## src/rtl/fetch_prefetch_unit.sv

```systemverilog
// ---------------------------------------------------------------------------
// fetch_prefetch_unit
//
// Instruction-fetch front end. Owns the program counter, issues one word
// fetch at a time to instruction memory (req/gnt/rvalid handshake) and
// buffers returned instructions with their PCs in a DEPTH-entry queue that
// feeds decode. A redirect flushes the queue, restarts fetch at the new PC
// and causes any response still in flight to be discarded.
//
// Ports:
//   clk, rst            clock; asynchronous active-high reset
//   redirect            flush queue and restart fetch at redirect_pc
//   redirect_pc         new PC (bits [1:0] ignored)
//   imem_req/addr       fetch request and word-aligned address
//   imem_gnt            memory accepts the request this cycle
//   imem_rvalid/rdata   response strobe and instruction word
//   inst_valid/ready    queue head valid / consumed by decode
//   inst, inst_pc       head instruction and its PC
//   count               queue occupancy
// ---------------------------------------------------------------------------
module fetch_prefetch_unit #(
    parameter int              XLEN     = 32,
    parameter int              DEPTH    = 4,
    parameter logic [XLEN-1:0] RESET_PC = {XLEN{1'b0}}
) (
    input  logic                     clk,
    input  logic                     rst,
    input  logic                     redirect,
    input  logic [XLEN-1:0]          redirect_pc,
    output logic                     imem_req,
    output logic [XLEN-1:0]          imem_addr,
    input  logic                     imem_gnt,
    input  logic                     imem_rvalid,
    input  logic [31:0]              imem_rdata,
    output logic                     inst_valid,
    input  logic                     inst_ready,
    output logic [31:0]              inst,
    output logic [XLEN-1:0]          inst_pc,
    output logic [$clog2(DEPTH):0]   count
);

    localparam int PW = $clog2(DEPTH);
    localparam int CW = PW + 1;

    // ST_WAIT: granted request whose response will be queued.
    // ST_DRAIN: granted request whose response must be thrown away.
    typedef enum logic [1:0] {
        ST_IDLE  = 2'd0,
        ST_WAIT  = 2'd1,
        ST_DRAIN = 2'd2
    } state_t;

    state_t          state_r;
    logic [XLEN-1:0] fetch_pc_r;
    logic [XLEN-1:0] req_pc_r;
    logic [PW-1:0]   rd_ptr_r;
    logic [PW-1:0]   wr_ptr_r;
    logic [CW-1:0]   count_r;
    logic [XLEN-1:0] pc_mem_r   [DEPTH];
    logic [31:0]     word_mem_r [DEPTH];

    logic grant_s;
    logic push_s;
    logic pop_s;

    // The request is withheld while reset is held so nothing leaks out
    // before the front end is live; it only depends on local state and redirect.
    assign imem_req   = (state_r == ST_IDLE) && (count_r < CW'(DEPTH)) && !redirect && !rst;
    assign imem_addr  = fetch_pc_r;
    assign grant_s    = imem_req && imem_gnt;
    // A response in the redirect cycle belongs to the old stream: never queued.
    assign push_s     = (state_r == ST_WAIT) && imem_rvalid && !redirect;
    assign inst_valid = (count_r != {CW{1'b0}});
    assign pop_s      = inst_valid && inst_ready && !redirect;
    assign inst       = word_mem_r[rd_ptr_r];
    assign inst_pc    = pc_mem_r[rd_ptr_r];
    assign count      = count_r;

    // Queue storage write port; contents need no reset because count gates validity.
    always_ff @(posedge clk) begin
        if (push_s) begin
            pc_mem_r[wr_ptr_r]   <= req_pc_r;
            word_mem_r[wr_ptr_r] <= imem_rdata;
        end
    end

    // Fetch FSM, PC and queue bookkeeping; redirect overrides everything else.
    always_ff @(posedge clk or posedge rst) begin
        if (rst) begin
            state_r    <= ST_IDLE;
            fetch_pc_r <= RESET_PC;
            req_pc_r   <= RESET_PC;
            rd_ptr_r   <= {PW{1'b0}};
            wr_ptr_r   <= {PW{1'b0}};
            count_r    <= {CW{1'b0}};
        end else if (redirect) begin
            fetch_pc_r <= {redirect_pc[XLEN-1:2], 2'b00};
            rd_ptr_r   <= {PW{1'b0}};
            wr_ptr_r   <= {PW{1'b0}};
            count_r    <= {CW{1'b0}};
            // The outstanding response, if any, must still be absorbed.
            case (state_r)
                ST_IDLE:  state_r <= ST_IDLE;
                ST_WAIT:  state_r <= imem_rvalid ? ST_IDLE : ST_DRAIN;
                ST_DRAIN: state_r <= imem_rvalid ? ST_IDLE : ST_DRAIN;
                default:  state_r <= ST_IDLE;
            endcase
        end else begin
            if (push_s) begin
                wr_ptr_r <= wr_ptr_r + PW'(1);
            end
            if (pop_s) begin
                rd_ptr_r <= rd_ptr_r + PW'(1);
            end
            case ({push_s, pop_s})
                2'b10:   count_r <= count_r + CW'(1);
                2'b01:   count_r <= count_r - CW'(1);
                default: count_r <= count_r;
            endcase
            case (state_r)
                ST_IDLE: begin
                    if (grant_s) begin
                        req_pc_r   <= fetch_pc_r;
                        fetch_pc_r <= fetch_pc_r + XLEN'(4);
                        state_r    <= ST_WAIT;
                    end
                end
                ST_WAIT: begin
                    if (imem_rvalid) begin
                        state_r <= ST_IDLE;
                    end
                end
                ST_DRAIN: begin
                    if (imem_rvalid) begin
                        state_r <= ST_IDLE;
                    end
                end
                default: state_r <= ST_IDLE;
            endcase
        end
    end

endmodule

```

## config.mk

```make
export PLATFORM = sky130hd
export DESIGN_NAME = fetch_prefetch_unit
export DESIGN_NICKNAME = d
export VERILOG_FILES = /design/src/rtl/fetch_prefetch_unit.sv
export SDC_FILE = /design/constraint.sdc
export NUM_CORES = 1
export LEC_CHECK = 0
export CAP_MARGIN = 20
export CORE_UTILIZATION = 30
export DETAILED_ROUTE_END_ITERATION = 10
export PLACE_DENSITY = 0.61
export SETUP_SLACK_MARGIN = 0.3
export SLEW_MARGIN = 10
export SYNTH_ARGS = -nofsm -noshare
export SYNTH_HDL_FRONTEND = slang
export SYNTH_SLANG_ARGS = --single-unit
```

## constraint.sdc

```tcl
create_clock -name clk -period 4 [get_ports clk]
set_input_delay 0.8 -clock clk [delete_from_list [all_inputs] [get_ports clk]]
set_output_delay 0.8 -clock clk [all_outputs]
set_load 0.005 [all_outputs]
```

; ---- Word level (Yosys, flattened, before mapping)
; Memories as Yosys holds them, arrays and structs flattened.
; Index checks and enable logic that the tools add are counted.
[op_classes]
n_mux = 17
add_sub_neg = 5
magnitude_cmp = 1
eq_ne = 6
mul = 0
shift = 0
reduce_logical = 21
div = 0
bitwise = 1
[op_table]
columns = operator, count
row1 = two-way mux 32 bit, 3
row2 = "adder 32 x 3 -> 32 bit, second input constant", 1
row3 = two-way mux 2 bit, 9
row4 = logical AND 1 bit, 8
row5 = nonzero test 2 bit, 4
row6 = one-hot mux 3 bit (2 select lines), 1
row7 = nonzero test 3 bit, 2
row8 = "adder 2 x 1 -> 2 bit, second input constant", 2
row9 = "equality test 2 x 1 -> 1 bit, second input constant", 2
row10 = "equality test 2 bit, second input constant", 2
row11 = one-hot mux 2 bit (2 select lines), 1
row12 = AND reduction 2 bit, 2
row13 = "adder 3 x 1 -> 3 bit, second input constant", 1
row14 = "< comparator 3 bit, second input constant", 1
row15 = two-way mux 3 bit, 1
row16 = "!= test 3 x 1 -> 1 bit, second input constant", 1
row17 = "!= test 3 bit, second input constant", 1
row18 = AND reduction 3 bit, 1
row19 = "subtractor 3 x 1 -> 3 bit, second input constant", 1
row20 = zero test 1 bit, 2
row21 = zero test 2 bit, 1
row22 = two-way mux 1 bit, 2
row23 = OR reduction 2 bit, 1
row24 = inverter 1 bit, 1
[word_totals]
n_memories = 2
inputBits = 70
mem_bits_ro = 0
word_cells = 59
register_bits = 73
mem_bits_rw = 256
latchBits = 0
output_inout_bits = 101
[mem_list]
columns = memory, words, word_bits, read_ports, rd_clocked_by_memory_dff, write_ports, line_no
row1 = pc_mem_r, 4, 32, 1, 0, 1, 59  ; logic [XLEN-1:0] pc_mem_r [DEPTH];
row2 = word_mem_r, 4, 32, 1, 0, 1, 60  ; logic [31:0] word_mem_r [DEPTH];

; ---- Logic depth before layout (Yosys ltp)
; Gate-level depths: netlist of the first run.
[depth]
word_depth = 8
depth_mapped = 10
ltp_nobuf = 10

; ---- Worst setup path after synthesis of the first run
; No wires, ideal clock.
[synth_timing]
path_type = input -> register
startpoint = input redirect
endpoint = memory pc_mem_r[0][10], enable pin
stages = 3
path_buffers = 1
setup_slack_ps = 939
arrival_ps = 2635
path_cell_list = clkbuf_1 nor2_1 and2_1
[synth_between]
elab_chain_cells = 4
[synth_rtl]
columns = item, line_no
row1 = from (decl), 28  ; input logic redirect,
row2 = zero test 1 bit, 72  ; assign push_s = (state_r == ST_WAIT) && imem_rvalid && !redirect;
row3 = logical AND 1 bit, 72
row4 = two-way mux 1 bit, 81  ; if (push_s) begin
row5 = two-way mux 1 bit (implied by the code), 82  ; pc_mem_r[wr_ptr_r] <= req_pc_r;
row6 = to (decl), 59
; Every way passes these cells.

; ---- Worst setup path after layout of the first run
[layout_timing]
startpoint = register rd_ptr_r[0]
endpoint = output inst[6]
[layout_between]
elab_chain_cells = 1
[layout_rtl]
columns = item, line_no
row1 = from (decl), 56  ; logic [PW-1:0] rd_ptr_r;
row2 = from (signal assigned), 93  ; rd_ptr_r <= {PW{1'b0}};
row3 = from (signal assigned), 98  ; rd_ptr_r <= {PW{1'b0}};
row4 = from (signal assigned), 113  ; rd_ptr_r <= rd_ptr_r + PW'(1);
row5 = memory read (4 x 32 bit), --
row6 = to (decl), 37  ; output logic [31:0] inst,
; Every way passes these cells.

==> results.sh, run 1 <==
export IMPL_run_status="finished, final reports clean"
export IMPL_clkLatencyLatePin_ns=0.53
export IMPL_clock_path_buffers=3
export IMPL_core_rowCount=73
export IMPL_grt_pass1_vias=7162
export IMPL_drive_gt1_share_pct=15.8
export IMPL_syn_instance_count=714
export IMPL_ys_seq_elements=317
export IMPL_post_cts_resized_instances=0
export IMPL_min_path_type="flop to flop"
export IMPL_route_final_wire_length_um=27800
export IMPL_detail_route_drc_violations=0
export IMPL_crit_path_max_incr_delay_ns=0.80
export IMPL_yosys_area_share_simple_pct=7.78
export IMPL_cp_start_kind="flop"
export IMPL_antenna_found_initial=0
export IMPL_synth_xor_xnor_area_share_pct=0.780
export IMPL_die_x_um=205
export IMPL_top_level_ports=171
export IMPL_rsz0062_at_grt="no"
export IMPL_grt_remaining_overflow=0
export IMPL_worst_setup_path_end_kind="output pin"
export IMPL_cts_made_buffers=35
export IMPL_crit_fanout=27
export IMPL_report_final_hold_viol_count=0
export IMPL_root_buffer="clkbuf_16"
export IMPL_synth_largest_type_area_fraction_pct=60.3
export IMPL_critPathArrivalTime_ns=2.71
export IMPL_i_o_buffers=164
export IMPL_fp_dieArea_um2=42000
export IMPL_slew_headroom_pct=39.9
export IMPL_cts_setup_buffers=0
export IMPL_synth_edf_count=248
export IMPL_fp_coreArea_um2=40200
export IMPL_synth_cell_area_um2=12300
export IMPL_critical_path_cell_chain="buf_4 -> mux4_2 -> clkdlybuf4s50_1"
export IMPL_cts_hold_buffers_added=0
export IMPL_place_hpwl_um=17600
export IMPL_synth_area_leaders="edfxtp_1 (60%), dfrtp_1 (14%), mux4_2 (11%), nand2_1 (3.6%), nor2_1 (0.91%)"
export IMPL_critical_path_slowest_cell="dfrtp_4"
export IMPL_area_growth_synth_to_final_pct=27.8
export IMPL_yosys_area_top_type="edfxtp_1"
export IMPL_floorplan_die_height_um=205
export IMPL_fmaxAchievable_ghz=0.285
export IMPL_power_per_cell_area_nw_per_um2=565
export IMPL_worst_setup_path_type="flop to output pin"
export IMPL_wire_per_inst_um=19.2
export IMPL_synth_main_ff_cell="edfxtp_1"
export IMPL_final_antenna_net_count=0
export IMPL_hold_ws_ns=0.516
export IMPL_synth_cell_type_count=52
export IMPL_synth_compound_gate_area_share_pct=3.19
export IMPL_fillerInstances=3705
export IMPL_detailroute_via_count=6896
export IMPL_tns_ns=0
export IMPL_final_period_utilization_pct=87.7
export IMPL_grt_usage_pct=13.5
export IMPL_post_drt_via_cell_ratio=4.76
export IMPL_cts_sinks=317
export IMPL_timing_worst_slew_pin_value_ns=0.894
export IMPL_detailedRoute_firstPassIterationCount=4
export IMPL_multiplexer_fraction_of_the_synthesized_cell_area_pct=11.6
export IMPL_grt_first_pass_wirelength_um=42500
export IMPL_depth_of_the_cts_h_tree=2
export IMPL_num_antenna_cells=0
export IMPL_gp_routability_congestion=0.768
export IMPL_cp_required_ns=3.20
export IMPL_total_leakage_power_nw=5.39
export IMPL_synth_warnings=0
export IMPL_timing_critical_path_max_delay_family="buffers and inverters"
export IMPL_max_cap_viol_count=0
export IMPL_cts_tree="built"
export IMPL_worstPathBufferInverterCount=2
export IMPL_clkTransAtPathRegs_ns=0.06
export IMPL_initialDrtViolationCount=400
export IMPL_setup_violations_final=0
export IMPL_final_number_of_max_transition_violations=0
export IMPL_dominant_combinational_cell_family_by_area_after_synthesis="multiplexers"
export IMPL_worst_ir_drop_vdd_mv=0.330
export IMPL_design_final_nets=977
export IMPL_grt_max_degree=50
export IMPL_final_worst_clock_skew_ns=0.0149
export IMPL_timing_final_crit_period_ns=3.51
export IMPL_synth_seq_area_share_pct=74.3
export IMPL_asyncSetResetFlopFracSynth_pct=21.8
export IMPL_post_synth_cell_area_avg_um2=17.3
export IMPL_initial_utilization_pct=30.7
export IMPL_post_synth_fa_ha_maj_area_fraction_pct=0.871
-- registers in the layout (all words and copies together), names as in the netlist --
signal / count
imem_addr: 30
rd_ptr_r: 2
req_pc_r: 30
count: 3
pc_mem_r: 120
word_mem_r: 128
state_r: 2
wr_ptr_r: 2
-- path summary, 6_finish.rpt --
kind | from | end | slack, ns | depth (start not counted)
max | rd_ptr_r[0] | inst[6] | 0.49 | 3
max reg2reg | imem_addr[2] | imem_addr[26] | 1.23 | 6
min | req_pc_r[21] | pc_mem_r[1][21] | 0.52 | 0
min in group asynchronous | rst | imem_addr[7] | 0.78 | 2
max in group asynchronous | rst | req_pc_r[17] | 2.46 | 3
min reg2reg | req_pc_r[21] | pc_mem_r[1][21] | 0.52 | 0
-- kinds of logic after synthesis --
family / Yosys count
AO/OA/AOI/OAI: 57
buffers and inverters: 45
multiplexers: 65
XOR/XNOR: 11
flip-flops: 317
adder cells (fa/ha/maj): 8
other: 1
AND/OR/NAND/NOR: 210
-- power by group --
part | switching [mW] | leakage, nW | internal [mW] | total, mW
clock network | 1.28 | 0.515 | 1.70 | 2.98
logic | 0.615 | 1.78 | 0.997 | 1.61
registers | 0.392 | 3.09 | 3.94 | 4.33
total | 2.28 | 5.39 | 6.63 | 8.92
-- worst register-to-register path, cell delays in order (launching register included) --
cell and delay [ns]:
dfrtp_1 0.44, ha_1 0.22, nand3_1 0.30, nor4_2 0.76, nand3_1 0.38, or3_1 0.42, a31oi_1 0.16
-- through the flow --
step / utilization (%) / worst slack [ns] / power [mW] / cell area (um2) / cells
2_1_floorplan: - / 0.939 / 5.11 / 12400 / 717
3_3_place_gp: 36.6 / 0.594 / 6.01 / 14700 / 1387
3_5_place_dp: 36.6 / 0.579 / 6.05 / 14700 / 1387
4_1_cts: 39.3 / 0.374 / 9.06 / 15800 / 1449
5_1_grt: 39.3 / 0.304 / 9.34 / 15800 / 1449
6_report: 39.3 / 0.490 / 8.92 / 15800 / 1449
-- routing by layer --
metal / wire, um / share of wire (%) / global-route usage (%) / vias up
met1: 12700 / 46 / 18.1 / 3493
met2: 12800 / 46 / 21.5 / 219
li1: - / - / - / 3143
met3: 1800 / 6.5 / 3.47 / 41
met4: 536 / 1.9 / 4.29 / 0
met5: 0 / 0 / 0 / -
-- Yosys cell counts (2+ instances only) --
library cell  number
nand2_1          119
nand3_1           14
and2_1             6
nor2_1            30
nor4_1             2
or3_1              3
edfxtp_1         248
buf_4              4
mux2i_1            3
o21ai_0           20
o22ai_1            2
nor3_1             3
o31a_1             2
buf_2              2
a21oi_1            4
nor4_2             2
xor2_1             7
o311ai_0           3
mux4_2            62
a311oi_1           2
o211ai_1           2
xnor2_1            4
a221o_1            3
nor2b_1            2
inv_1             10
dfrtp_1           69
buf_1              9
o221a_2            3
nand4_1           14
a31oi_1            6
and3_1             7
clkbuf_1          20
ha_1               7
a31o_2             2
-- cell usage in the layout, fill, tap and decap left out, types with 9 or more instances in the layout --
cell,synthesis,routed
inv_1,10,9
buf_4,4,11
o21ai_0,20,20
nand4_1,14,14
mux4_2,62,62
nand2_1,119,118
clkdlybuf4s50_1,0,164
dfrtp_1,69,67
clkbuf_16,0,35
edfxtp_1,248,248
nand3_1,14,14
nor2_1,30,30
-- area by class of cell --
| cell class | instances | area [um2] | area share (%) |
|---|---|---|---|
| clock buffers | 41 | 908 | 5.76 |
| clock inverters | 21 | 155 | 0.983 |
| inverters | 10 | 37.5 | 0.238 |
| multi-input cells | 355 | 3010 | 19.1 |
| flip-flops and latches | 317 | 9180 | 58.2 |
| well taps | 525 | 657 | 4.16 |
| repair buffers | 180 | 1820 | 11.6 |
Power figures use the tool's default switching activity.
==> run 2, diff against run 1 <==
--- a/config.mk
+++ b/config.mk
@@ -6,8 +6,11 @@
 export NUM_CORES = 1
 export LEC_CHECK = 0
 export CAP_MARGIN = 20
+export CELL_PAD_IN_SITES_DETAIL_PLACEMENT = 1
+export CELL_PAD_IN_SITES_GLOBAL_PLACEMENT = 1
 export CORE_UTILIZATION = 30
 export DETAILED_ROUTE_END_ITERATION = 10
+export DONT_BUFFER_PORTS = 1
 export PLACE_DENSITY = 0.61
 export SETUP_SLACK_MARGIN = 0.3
 export SLEW_MARGIN = 10
==> run 2 against run 1 <==
Setup slack gained 0.47 ns. Critical endpoint is now inst[26]. Power shrank 4.1%. Clock skew grew 0.0033 ns.
==> results.sh, run 2 (same netlist as run 1, synthesis figures left out) <==
export IMPL_timing_critical_path_max_delay_family="flip-flops"
export IMPL_post_cts_resized_instances=0
export IMPL_area_growth_synth_to_final_pct=14.7
export IMPL_place_detailed_instances=1223
export IMPL_final_period_utilization_pct=75.9
export IMPL_report_final_hold_viol_count=0
export IMPL_detail_route_drc_violations=0
export IMPL_total_leakage_power_nw=4.77
export IMPL_grt_first_pass_wirelength_um=45000
export IMPL_worst_setup_path_end_kind="output pin"
export IMPL_grt_pass1_vias=6912
export IMPL_final_worst_clock_skew_ns=0.0183
export IMPL_wire_per_inst_um=23.0
export IMPL_post_drt_via_cell_ratio=4.93
export IMPL_max_cap_viol_count=0
export IMPL_fmaxAchievable_ghz=0.329
export IMPL_die_x_um=205
export IMPL_cts_hold_buffers_added=0
export IMPL_worst_setup_path_type="flop to output pin"
export IMPL_i_o_buffers=0
export IMPL_tns_ns=0
export IMPL_fp_coreArea_um2=40200
export IMPL_grt_remaining_overflow=0
export IMPL_floorplan_die_height_um=205
export IMPL_cts_sinks=317
export IMPL_design_final_nets=814
export IMPL_fillerInstances=4094
export IMPL_timing_worst_slew_pin_value_ns=1.07
export IMPL_grt_usage_pct=14.6
export IMPL_flip_flop_count_of_the_largest_register_all_copies_and_words_added=128
export IMPL_setup_reg_to_reg_worst_slack_ns=1.28
export IMPL_final_number_of_max_transition_violations=0
export IMPL_setup_violations_final=0
export IMPL_worstPathBufferInverterCount=1
export IMPL_min_path_type="primary input to asynchronous set/reset pin"
export IMPL_clkLatencyLatePin_ns=0.53
export IMPL_cp_start_kind="flop"
export IMPL_root_buffer="clkbuf_16"
export IMPL_final_instance_count_without_filler_cells=1288
export IMPL_final_core_utilization_pct=35.2
export IMPL_initial_utilization_pct=30.7
export IMPL_registers_top_by_ff_count="word_mem_r"
export IMPL_detailroute_via_count=6345
export IMPL_worst_r2r_path_depth=8
export IMPL_grt_max_degree=51
export IMPL_cts_made_buffers=36
export IMPL_rsz0062_at_grt="no"
export IMPL_slew_headroom_pct=28.2
export IMPL_power_per_cell_area_nw_per_um2=604
export IMPL_final_antenna_net_count=0
export IMPL_cts_tree="built"
export IMPL_critPathArrivalTime_ns=2.24
export IMPL_depth_of_the_cts_h_tree=2
export IMPL_fp_dieArea_um2=42000
export IMPL_cts_setup_buffers=0
export IMPL_clkTransAtPathRegs_ns=0.06
export IMPL_critical_path_cell_chain="buf_4 -> mux4_2"
export IMPL_crit_reg2reg_capture="imem_addr[6]"
export IMPL_route_final_wire_length_um=29600
export IMPL_worst_ir_drop_vdd_mv=0.227
export IMPL_core_rowCount=73
export IMPL_antenna_found_initial=1
export IMPL_gp_routability_congestion=0.744
export IMPL_detailedRoute_firstPassIterationCount=4
export IMPL_crit_path_max_incr_delay_ns=0.70
export IMPL_timing_final_crit_period_ns=3.04
export IMPL_drive_gt1_share_pct=19.3
export IMPL_clock_path_buffers=3
export IMPL_mostFrequentLayoutCells="edfxtp_1 (248), nand2_1 (118), dfrtp_1 (67)"
export IMPL_cp_required_ns=3.20
export IMPL_initialDrtViolationCount=297
export IMPL_r2r_start="state_r[1]"
export IMPL_mostFrequentLayoutCell="edfxtp_1"
export IMPL_critical_path_slowest_cell="dfrtp_4"
export IMPL_top_level_ports=171
export IMPL_run_status="finished, final reports clean"
export IMPL_layout_top_registers="word_mem_r x128, pc_mem_r x120"
export IMPL_crit_fanout=20
export IMPL_place_hpwl_um=18700
==> run 2: area by class of cell <==
class | instances | area (um2) | area share (%)
tap | 525 | 657 | 4.64
sequential | 317 | 9180 | 64.8
antenna | 1 | 2.50 | 0.0177
timing repair buffer | 16 | 145 | 1.02
multi-input combinational | 355 | 3020 | 21.3
clock buffer | 48 | 987 | 6.97
inverter | 10 | 38.8 | 0.274
clock inverter | 16 | 134 | 0.945
==> run 2: how the worst max path moves through the flow <==
| stage | from | endpoint | cells after the start |
|---|---|---|---|
| final | rd_ptr_r[0] | inst[26] | 2 |
| after global routing | rd_ptr_r[0] | inst[28] | 2 |
| after CTS | rd_ptr_r[0] | inst[28] | 2 |
| after detailed placement | redirect | imem_addr[6] | 6 |
| after global placement | redirect | imem_addr[6] | 6 |
| after floorplan | redirect | pc_mem_r[0][10] | 3 |
==> run 2: routing by layer <==
layer / up-vias / GRT usage, % / wire length [um]
met5: - / 0 / 0
li1: 2806 / - / -
met4: 0 / 3.94 / 520
met3: 37 / 5.60 / 2270
met1: 3326 / 19.0 / 13100
met2: 176 / 22.7 / 13700
==> run 2: through the flow <==
stage	hold WS [ns]	instance area, um2	power [mW]	setup WS (ns)
2_1_floorplan	0.476	12400	5.11	0.939
3_3_place_gp	0.495	13000	5.49	1.09
3_5_place_dp	0.509	13000	5.54	1.02
4_1_cts	0.295	14200	8.73	0.839
5_1_grt	0.306	14200	8.97	0.805
6_report	0.339	14200	8.55	0.965
==> run 2: power breakdown <==
part,internal (mW),switching (mW)
clock,1.86,1.28
sequential,3.94,0.386
combinational,0.545,0.536
total,6.35,2.21
